[src/rtl/axis_fifo_pkt_if.sv]
// Stream and status bundle for axis_fifo_pkt.
// The slave modport is the FIFO's view and the master modport is the producer/consumer view.
interface axis_fifo_pkt_if #(
  parameter int WIDTH     = 32,
  parameter int DEEP_BITS = 5
);
  logic [WIDTH-1:0]   axis_rx_tdata;
  logic               axis_rx_tlast;
  logic               axis_rx_tvalid;
  logic               axis_rx_tready;
  logic [WIDTH-1:0]   axis_tx_tdata;
  logic               axis_tx_tlast;
  logic               axis_tx_tvalid;
  logic               axis_tx_tready;
  logic [DEEP_BITS:0] fifo_used;
  logic               fifo_empty;
  logic               fifo_afull;
  logic [DEEP_BITS:0] pkt_count;

  modport slave (
    input  axis_rx_tdata, axis_rx_tlast, axis_rx_tvalid, axis_tx_tready,
    output axis_rx_tready, axis_tx_tdata, axis_tx_tlast, axis_tx_tvalid,
    output fifo_used, fifo_empty, fifo_afull, pkt_count
  );

  modport master (
    output axis_rx_tdata, axis_rx_tlast, axis_rx_tvalid, axis_tx_tready,
    input  axis_rx_tready, axis_tx_tdata, axis_tx_tlast, axis_tx_tvalid,
    input  fifo_used, fifo_empty, fifo_afull, pkt_count
  );
endinterface

[src/rtl/axis_fifo_pkt.sv]
// Shift-register AXI-Stream FIFO with tlast sideband, almost-full flag, packet counter
// and an optional store-and-forward mode that holds output until a whole packet is buffered.
module axis_fifo_pkt #(
  parameter int WIDTH       = 32,
  parameter int DEEP_BITS   = 5,
  parameter int PACKET_MODE = 0,
  parameter int AFULL_LEVEL = (1 << DEEP_BITS) - 4
) (
  input  logic            clk,
  input  logic            axisrst,
  axis_fifo_pkt_if.slave  fifo_if
);
  localparam int DEPTH = 1 << DEEP_BITS;
  localparam int CW    = DEEP_BITS + 1;
  localparam logic [CW-1:0]        DEPTH_CNT = CW'(DEPTH);
  localparam logic [CW-1:0]        AFULL_CNT = CW'(AFULL_LEVEL);
  localparam logic [CW-1:0]        CNT_ONE   = CW'(1);
  localparam logic [DEEP_BITS-1:0] IDX_ONE   = DEEP_BITS'(1);

  logic [WIDTH:0]        mem [DEPTH];
  logic [CW-1:0]         count_q, count_d;
  logic [CW-1:0]         pkt_q, pkt_d;
  logic                  empty_q, afull_q;
  logic                  wr, rd, rxReady, txValid;
  logic [DEEP_BITS-1:0]  headIdx;
  logic [WIDTH:0]        headWord;

  // Reset clears the count, so the FIFO is never full while axisrst is high.
  assign rxReady  = axisrst | (count_q != DEPTH_CNT);
  assign headIdx  = count_q[DEEP_BITS-1:0] - IDX_ONE;
  assign headWord = mem[headIdx];

  always_comb begin
    txValid = ~empty_q;
    if (PACKET_MODE != 0) begin
      // A full FIFO releases even without tlast so oversize packets cannot deadlock.
      txValid = ~empty_q & ((pkt_q != '0) | (count_q == DEPTH_CNT));
    end
  end

  assign wr = fifo_if.axis_rx_tvalid & rxReady;
  assign rd = txValid & fifo_if.axis_tx_tready;

  always_comb begin
    count_d = count_q;
    pkt_d   = pkt_q;
    case ({wr, rd})
      2'b10:   count_d = count_q + CNT_ONE;
      2'b01:   count_d = count_q - CNT_ONE;
      default: count_d = count_q;
    endcase
    case ({wr & fifo_if.axis_rx_tlast, rd & headWord[WIDTH]})
      2'b10:   pkt_d = pkt_q + CNT_ONE;
      2'b01:   pkt_d = pkt_q - CNT_ONE;
      default: pkt_d = pkt_q;
    endcase
  end

  always_ff @(posedge clk) begin
    if (axisrst) begin
      count_q <= '0;
      pkt_q   <= '0;
      empty_q <= 1'b1;
      afull_q <= 1'b0;
    end else begin
      count_q <= count_d;
      pkt_q   <= pkt_d;
      empty_q <= (count_d == '0);
      afull_q <= (count_d >= AFULL_CNT);
    end
  end

  // Unreset shift storage; a concurrent read keeps the head index and lets data slide under it.
  always_ff @(posedge clk) begin
    if (wr && !axisrst) begin
      mem[0] <= {fifo_if.axis_rx_tlast, fifo_if.axis_rx_tdata};
      for (int i = 1; i < DEPTH; i++) begin
        mem[i] <= mem[i-1];
      end
    end
  end

  assign fifo_if.axis_rx_tready = rxReady;
  assign fifo_if.axis_tx_tvalid = txValid;
  assign fifo_if.axis_tx_tdata  = headWord[WIDTH-1:0];
  assign fifo_if.axis_tx_tlast  = headWord[WIDTH];
  assign fifo_if.fifo_used      = count_q;
  assign fifo_if.fifo_empty     = empty_q;
  assign fifo_if.fifo_afull     = afull_q;
  assign fifo_if.pkt_count      = pkt_q;
endmodule
[src/flat_wrapper.sv]
// flat-port wrapper written by rule: the top's interface ports become plain ports
module axis_fifo_pkt_flat 
#(
  parameter int WIDTH       = 32,
  parameter int DEEP_BITS   = 5,
  parameter int PACKET_MODE = 0,
  parameter int AFULL_LEVEL = (1 << DEEP_BITS) - 4
)
  (clk, axisrst, fifo_if_axis_rx_tdata, fifo_if_axis_rx_tlast, fifo_if_axis_rx_tvalid, fifo_if_axis_tx_tready, fifo_if_axis_rx_tready, fifo_if_axis_tx_tdata, fifo_if_axis_tx_tlast, fifo_if_axis_tx_tvalid, fifo_if_fifo_used, fifo_if_fifo_empty, fifo_if_fifo_afull, fifo_if_pkt_count);
  axis_fifo_pkt_if #(.WIDTH(WIDTH), .DEEP_BITS(DEEP_BITS)) fifo_if_i ();
  input  logic clk;
  input  logic axisrst;
  input wire logic [$bits(fifo_if_i.axis_rx_tdata)-1:0] fifo_if_axis_rx_tdata;
  input wire logic [$bits(fifo_if_i.axis_rx_tlast)-1:0] fifo_if_axis_rx_tlast;
  input wire logic [$bits(fifo_if_i.axis_rx_tvalid)-1:0] fifo_if_axis_rx_tvalid;
  input wire logic [$bits(fifo_if_i.axis_tx_tready)-1:0] fifo_if_axis_tx_tready;
  output wire logic [$bits(fifo_if_i.axis_rx_tready)-1:0] fifo_if_axis_rx_tready;
  output wire logic [$bits(fifo_if_i.axis_tx_tdata)-1:0] fifo_if_axis_tx_tdata;
  output wire logic [$bits(fifo_if_i.axis_tx_tlast)-1:0] fifo_if_axis_tx_tlast;
  output wire logic [$bits(fifo_if_i.axis_tx_tvalid)-1:0] fifo_if_axis_tx_tvalid;
  output wire logic [$bits(fifo_if_i.fifo_used)-1:0] fifo_if_fifo_used;
  output wire logic [$bits(fifo_if_i.fifo_empty)-1:0] fifo_if_fifo_empty;
  output wire logic [$bits(fifo_if_i.fifo_afull)-1:0] fifo_if_fifo_afull;
  output wire logic [$bits(fifo_if_i.pkt_count)-1:0] fifo_if_pkt_count;
  assign fifo_if_i.axis_rx_tdata = fifo_if_axis_rx_tdata;
  assign fifo_if_i.axis_rx_tlast = fifo_if_axis_rx_tlast;
  assign fifo_if_i.axis_rx_tvalid = fifo_if_axis_rx_tvalid;
  assign fifo_if_i.axis_tx_tready = fifo_if_axis_tx_tready;
  assign fifo_if_axis_rx_tready = fifo_if_i.axis_rx_tready;
  assign fifo_if_axis_tx_tdata = fifo_if_i.axis_tx_tdata;
  assign fifo_if_axis_tx_tlast = fifo_if_i.axis_tx_tlast;
  assign fifo_if_axis_tx_tvalid = fifo_if_i.axis_tx_tvalid;
  assign fifo_if_fifo_used = fifo_if_i.fifo_used;
  assign fifo_if_fifo_empty = fifo_if_i.fifo_empty;
  assign fifo_if_fifo_afull = fifo_if_i.fifo_afull;
  assign fifo_if_pkt_count = fifo_if_i.pkt_count;
  axis_fifo_pkt #(.WIDTH(WIDTH), .DEEP_BITS(DEEP_BITS), .PACKET_MODE(PACKET_MODE), .AFULL_LEVEL(AFULL_LEVEL)) u_core (.clk(clk), .axisrst(axisrst), .fifo_if(fifo_if_i));
endmodule
[config.mk]
export PLATFORM = sky130hd
export DESIGN_NAME = axis_fifo_pkt_flat
export DESIGN_NICKNAME = d
export VERILOG_FILES = /design/src/rtl/axis_fifo_pkt_if.sv /design/src/rtl/axis_fifo_pkt.sv /design/src/flat_wrapper.sv
export SDC_FILE = /design/constraint.sdc
export NUM_CORES = 1
export LEC_CHECK = 0
export CORE_MARGIN = 5
export CORE_UTILIZATION = 45
export DETAILED_ROUTE_END_ITERATION = 12
export PLACE_DENSITY_LB_ADDON = 0.25
export SYNTH_ARGS = -nofsm -noshare
export SYNTH_HDL_FRONTEND = slang
export SYNTH_SLANG_ARGS = --single-unit
[constraint.sdc]
create_clock -name clk -period 60.4 [get_ports clk]
set_input_delay 12.08 -clock clk [delete_from_list [all_inputs] [get_ports clk]]
set_output_delay 12.08 -clock clk [all_outputs]
set_load 0.01 [all_outputs]
After elaboration in Yosys (flattened, before gate mapping)
Memory sizes are Yosys's and may differ from the RTL's.
Cells that the tools add are included.
{"block": "word_totals", "regBits": 14, "ramBits": 1056, "inputBits": 37, "wordCells": 30, "mem_count": 1}
{"name": "u_core.mem", "words": 32, "width": 33, "rd": 32, "rd_ports_with_merged_regs": 0, "wr": 32, "line_no": "axis_fifo_pkt.sv:20", "rtl": "logic [WIDTH:0] mem [DEPTH];"}
{"block": "classes", "addsub": 5, "magnitude_cmp": 1, "n_eq_ne": 5, "muxes": 4, "bitwise_logic": 6, "n_reduce_logical": 4}
{"cell": "$pmux W6 S2", "n": 2}
{"cell": "$add A6 B1 Y6 const B", "n": 2}
{"cell": "$sub A6 B1 Y6 const B", "n": 2}
{"cell": "$ge A6 B5 Y1 const B", "n": 1}
{"cell": "$logic_not A6 Y1", "n": 1}
{"cell": "$ne A6 B6 Y1 const B", "n": 1}
{"cell": "$sub A5 B1 Y5 const B", "n": 1}
{"cell": "$and A1 B1 Y1", "n": 4}
{"cell": "$eq A2 B1 Y1 const B", "n": 2}
{"cell": "$eq A2 B2 Y1 const B", "n": 2}
{"cell": "$mux W1", "n": 2}
{"cell": "$reduce_bool A2 Y1", "n": 1}
{"cell": "$logic_and A1 B1 Y1", "n": 1}
{"cell": "$logic_not A1 Y1", "n": 1}
{"cell": "$not A1 Y1", "n": 1}
{"cell": "$or A1 B1 Y1", "n": 1}

Depth between registers and ports, before layout
Gate-level depths: netlist of run 1.
{"block": "logic_depth", "word_depth": 6, "ltp_mapped": 18}

Worst setup path before layout of run 1
No wires, ideal clock.
{"block": "synth_path", "path_type": "input port to flip-flop", "start": "in axisrst", "end": "mem u_core.mem[0][0] (netlist bit) (enable)", "t_arrival_ps": 56319, "slack_ps": 1577, "cell_stages": 5, "n_path_buf": 1, "cell_sequence": "clkbuf_1 nor2b_1 nand3b_1 nand2_1 nor2_1"}
{"element": "start: declaration", "line_no": "flat_wrapper.sv:12", "rtl": "input logic axisrst;"}
{"element": "end: declaration", "line_no": "axis_fifo_pkt.sv:20"}

Worst setup path in the final report of run 1
{"block": "layout_path", "start": "in axisrst", "end": "out fifo_if_axis_rx_tready"}
{"block": "layout_between", "elab_chain_len": 1}
{"element": "$or A1 B1 Y1", "line_no": "axis_fifo_pkt.sv:29", "rtl": "assign rxReady = axisrst | (count_q != DEPTH_CNT);"}
{"element": "end: declaration", "line_no": "flat_wrapper.sv:17", "rtl": "output wire logic [$bits(fifo_if_i.axis_rx_tready)-1:0] fifo_if_axis_rx_tready;"}
Every way passes these cells.

==> impl_metrics.toml, run 1 <==
[outcome]
outcome = "completed"

[hold_path]
min_path_cells = 0
min_path_type = "register to register"
hp-start = "u_core.mem[5][18]$_DFFE_PP_"

[synth]
yosysSeqAreaShare = 0.7792
synth_edf_count = 1056
synth_nets = 1669
ys.flop_type = "edfxtp_1"
synthTopCellsByArea = "edfxtp_1 (77%), mux4_2 (18%), mux2_2 (0.93%)"
syn-cell-area_um2 = 41060
synthDistinctLibCells = 41
synth_top_area_share = 0.7723
yosys.area.top_type = "edfxtp_1"
postSynthAreaPerCell_um2 = 25.36
syn_inst = 1619
synth_warnings = 0
async_reset_ff_frac = 0
synth_seq_cells = 1070

[worst_setup_path]
rr_worst_depth = 11
critPathCaptureType = "output port"
start_kind = "primary input"
crit_start = "axisrst"
arrival_ns = 13.88
r2r_start = "u_core.fifo_if.fifo_used[0]$_SDFF_PP0_"
path_max_fanout = 18
crit_required_ns = 48.32
crit_type = "primary input to output port"

[clock_tree]
cts_resized = 0
tritoncts = "done"
clkTransAtPathRegs_ns = 0.06
clock_latency_ns = 0.65
cts_made_buffers = 107
clock_path_buffers = 3
cts-htree-levels = 3
holdBufCountCts = 0
clock_sinks = 1070
post_cts_buffers = 0
root_buffer = "clkbuf_16"

[timing]
slew_violations = 0
maxSlewHeadroom = 0.1957
hold_viol_final = 0
finalCritPeriodShare = 0.4299
max_freq_mhz = 38.52
finalSetupTns_ns = 0
tightestPinTransition_ns = 1.206
post-route-min-period_ns = 25.96
rsz0062_at_grt = "no"
fin_skew_ns = 0.01743
setup_viol = 0

[drt]
viasPerCell = 5.692
ant_nets = 0
dr.pass1.iters = 5
vias = 17150
avgRoutedWirePerCell_um = 22.48
drtIter0Drc = 1692
drcViolationCount = 0
finalWirelength_mm = 67.72

[pwr]
p_switching_w = 0.0006863
p_int_w = 0.001667
powerDensity_nw_per_um2 = 50.68
seqPwrFrac = 0.382
p_sw_frac = 0.2916
leakage_nw = 14.49
clkPwrFrac = 0.265
combPwrFrac = 0.353
ir_drop_uv = 52.92

[run]
drv_cap = 0

[die]
die_y_um = 312.1
die_width_um = 312.1
rows = 110
core_area_um2 = 90290
dieArea_um2 = 97380
ios = 86
start_util = 0.4548

[final_layout]
diodes = 0
stdcell_count = 3013
nNetsFinal = 1802
drive_above_1_share = 0.2852
area_growth_pct = 13.10
stdcell_area_um2 = 46440

[grt]
grt_max_degree = 210
overflow = 0
antenna_found_initial = 1
track_usage = 0.1372
first_global_vias = 18140
grt_pass1_wl_mm = 107.4

[placed_design]
placed_cells = 2819
port_buffers = 85
post-dp-hpwl_mm = 35.67
place_area_um2 = 43150
globalplace.congestion = 0.7061
metrics by stage:
| stage | hold slack, ns | setup slack [ns] | util | total power, W |
|---|---|---|---|---|
| after CTS | 0.4382 | 34.45 | 0.5143 | 0.002400 |
| final | 0.4332 | 34.44 | 0.5143 | 0.002354 |
| after floorplan | 0.4207 | 1.577 | - | 0.001543 |
| after detailed placement | 0.4274 | 34.49 | 0.4779 | 0.001764 |
| after global placement | 0.4232 | 34.47 | 0.4779 | 0.001753 |
| after global routing | 0.4407 | 34.36 | 0.5143 | 0.002470 |
state kept, by name, indices dropped and copies added (netlist names):
register,flops
u_core.fifo_if.pkt_count,6
u_core.fifo_if.fifo_used,6
u_core.fifo_if.fifo_afull,1
u_core.mem,1056
u_core.fifo_if.fifo_empty,1
worst paths after layout:
kind / to / slack, ns
worst max-delay path: fifo_if_axis_rx_tready / 34.44
worst min-delay path: u_core.mem[6][18]$_DFFE_PP_ / 0.43
worst max register to register: u_core.mem[30][15]$_DFFE_PP_ / 53.48
worst min register to register: u_core.mem[6][18]$_DFFE_PP_ / 0.43
power groups by stage:
stage	Combinational [W]	Clock [W]	Sequential, W
2_1_floorplan	0.000565	0	0.000978
3_3_place_gp	0.000843	0	0.000910
3_5_place_dp	0.000849	0	0.000915
4_1_cts	0.000853	0.000648	0.000900
5_1_grt	0.000886	0.000679	0.000905
6_report	0.000830	0.000625	0.000899
per-layer routing:
| metal | GRT usage | up-vias | share of wire |
|---|---|---|---|
| met4 | 0.03980 | 0 | 0.019 |
| met2 | 0.2060 | 341 | 0.46 |
| met3 | 0.02233 | 102 | 0.040 |
| li1 | - | 7341 | - |
| met1 | 0.2116 | 9367 | 0.48 |
| met5 | 0 | - | 0 |
cells in the mapped netlist, types with 3 or more instances:
master    instances
nor3b_1           4
inv_1             7
xor2_1            4
buf_2            15
nor2b_1           5
xnor2_1           6
dfxtp_1          14
buf_6            24
nand2_1           3
mux2i_1           7
a21o_1            4
a21oi_1           6
mux2_2           34
buf_1             8
nor4b_1           4
ha_1             11
mux4_2          328
edfxtp_1       1056
nor2_1           17
clkbuf_1         33
nor3_1            4
cell usage in the layout (no fill, tap or decap), drive strengths merged, types with 2 or more instances in the layout:
cell type	n
xor2	4
xnor2	7
clkinvlp	2
nor2b	5
dfxtp	14
nand2	3
clkdlybuf4s50	85
o21a	2
bufinv	5
clkinv	47
mux2	34
ha	11
nor4b	4
nor3b	4
a21o	4
o21ai	2
a21oi	6
mux4	328
inv	10
clkbuf	137
mux2i	7
fa	2
nor2	17
edfxtp	1056
nand3	2
buf	19
or3b	2
nor3	4
final cells by class:
cell class	count	area [um2]
well taps	1176	1471
flip-flops and latches	1070	31990
multi-input cells	462	8588
clock buffers	137	2875
inverters	7	26.28
fillers	6942	43850
clock inverters	57	411.6
repair buffers	104	1069
cells by family after synthesis:
| kind of cell | share of synthesized area |
|---|---|
| compound gates | 0.003962 |
| xor+xnor | 0.002529 |
| fa+ha+maj | 0.004327 |
| buf+inv | 0.01280 |
| flops | 0.7792 |
| mux | 0.1909 |
| simple gates | 0.006278 |
worst max-delay path, stage by stage:
cell,delay [ns]
clkdlybuf4s50_1,0.92
nor2b_1,0.15
nand3b_1,0.18
clkdlybuf4s50_1,0.56
No activity file was read; power rests on OpenSTA's default activity.
==> run 2, diff against run 1 <==
==> constraint.sdc (replaced) <==
create_clock -name clk -period 21.6 [get_ports clk]
set_input_delay 4.32 -clock clk [delete_from_list [all_inputs] [get_ports clk]]
set_output_delay 4.32 -clock clk [all_outputs]
set_load 0.01 [all_outputs]
==> run 2 against run 1 <==
Against the previous run:
- via count about the same
- largest power group unchanged
- combinational power increased to 2.8 times the previous value
- worst hold slack got worse by 0.0011 ns
- clock-buffer cell count increased by 1
- final cell count increased by 0.43%
==> impl_metrics.toml, run 2 (synthesis results as in run 1) <==
[final_layout]
area_growth_pct = 13.66
drive_above_1_share = 0.2957
largest-register = "u_core.mem"
final_cell_mix = "edfxtp_1 (1056), mux4_2 (328), clkbuf_16 (110)"
largest_register_ffs = 1056
stdcell_area_um2 = 46660
nNetsFinal = 1807
layout_commonest_cell = "edfxtp_1"
post-route-util = 0.5169
diodes = 0

[timing]
finalCritPeriodShare = 0.4828
layout_setup_ws_ns = 11.17
finalSetupTns_ns = 0
tightestPinTransition_ns = 1.236
post-route-min-period_ns = 10.43
rsz0062_at_grt = "no"
slew_violations = 0
setup_viol = 0
fin_skew_ns = 0.02121
hold_viol_final = 0
maxSlewHeadroom = 0.1760
max_freq_mhz = 95.88

[worst_setup_path]
path_buf_inv = 4
critPathCaptureType = "output port"
crit_chain = "inv_1 > ha_4 > buf_4 > buf_4 > mux4_2 > mux4_2 > mux2_2 > clkdlybuf4s50_1"
crit_type = "register to output port"
crit_required_ns = 17.28
path_max_fanout = 64
cpPeakStageDelay_ns = 0.88
start_kind = "register"
slowest_stage = "dfxtp_4"
critical-path-top-delay-family = "buffers and inverters"
arrival_ns = 6.11

[placed_design]
globalplace.congestion = 0.7135
dp_slack_ns = 11.21
port_buffers = 85
place_area_um2 = 43150
post-dp-hpwl_mm = 36.55

[clock_tree]
tritoncts = "done"
cts_resized = 0
clock_sinks = 1070
cts-htree-levels = 3
clkTransAtPathRegs_ns = 0.06
clock_latency_ns = 0.67
post_cts_buffers = 0
holdBufCountCts = 0
cts_made_buffers = 109
root_buffer = "clkbuf_16"
clock_path_buffers = 3

[grt]
track_usage = 0.1387
grt_max_degree = 224
antenna_found_initial = 3
grt_pass1_wl_mm = 108.7
overflow = 0
first_global_vias = 18290

[drt]
drcViolationCount = 0
ant_nets = 0
dr.pass1.iters = 5
drtIter0Drc = 1529
finalWirelength_mm = 67.84
vias = 17150
viasPerCell = 5.668
avgRoutedWirePerCell_um = 22.42

[die]
rows = 110
die_y_um = 312.1
dieArea_um2 = 97380
die_width_um = 312.1
core_area_um2 = 90290
ios = 86
start_util = 0.4548

[pwr]
clkPwrFrac = 0.275
seqPwrFrac = 0.377
combPwrFrac = 0.347
leakage_nw = 14.60
p_sw_frac = 0.2916
p_switching_w = 0.001944
p_int_w = 0.004722
powerDensity_nw_per_um2 = 142.8
ir_drop_uv = 100.8
p_total_w = 0.006666

[run]
drv_cap = 0

[outcome]
outcome = "completed"

[hold_path]
min_path_type = "register to register"
## run 2: cell count changes in the layout (fill, tap and decap cells not counted)
cell,delta
clkinv_2,+8
bufinv_16,+5
clkinv_16,+1
clkinv_1,-12
clkinvlp_4,+2
clkbuf_16,-1
buf_4,+5
clkinv_4,+3
clkinv_8,+2
clkbuf_1,+2
buf_12,-2
## run 2: worst paths after layout
kind | startpoint | slack [ns] | endpoint | cells after the start
worst max-delay path | u_core.fifo_if.fifo_used[0]$_SDFF_PP0_ | 11.17 | fifo_if_axis_tx_tdata[15] | 8
worst min-delay path | u_core.mem[10][2]$_DFFE_PP_ | 0.43 | u_core.mem[11][2]$_DFFE_PP_ | 0
worst max register to register | u_core.fifo_if.fifo_used[0]$_SDFF_PP0_ | 15.49 | u_core.fifo_if.pkt_count[5]$_SDFFE_PP0P_ | 13
worst min register to register | u_core.mem[10][2]$_DFFE_PP_ | 0.43 | u_core.mem[11][2]$_DFFE_PP_ | 0
## run 2: metrics by stage
stage          instances  hold WS [ns]
5_1_grt             3026        0.4280
4_1_cts             3026        0.4279
6_report            3026        0.4321
3_3_place_gp        2822        0.4241
2_1_floorplan       1619        0.4207
3_5_place_dp        2822        0.4279
## run 2: power by group through the flow
stage / sequential (W) / clock [W] / combinational (W)
after global placement: 0.00255 / 0 / 0.00236
after floorplan: 0.00258 / 0 / 0.00158
after global routing: 0.00253 / 0.00199 / 0.00249
final: 0.00252 / 0.00184 / 0.00231
after detailed placement: 0.00256 / 0 / 0.00237
after CTS: 0.00252 / 0.00190 / 0.00239
## run 2: area by class of cell
class / count / area, um2
multi-input cells: 462 / 8588
repair buffers: 107 / 1066
well taps: 1176 / 1471
clock inverters: 66 / 660.6
clock buffers: 138 / 2858
inverters: 7 / 26.28
fillers: 6921 / 43620
flip-flops and latches: 1070 / 31990
## run 2: per-layer routing
metal / vias to the layer above / share of wire / global-route usage
met5: - / 0.00059 / 0
li1: 7360 / - / -
met1: 9349 / 0.47 / 0.2096
met4: 4 / 0.020 / 0.03990
met2: 337 / 0.47 / 0.2105
met3: 102 / 0.044 / 0.02591
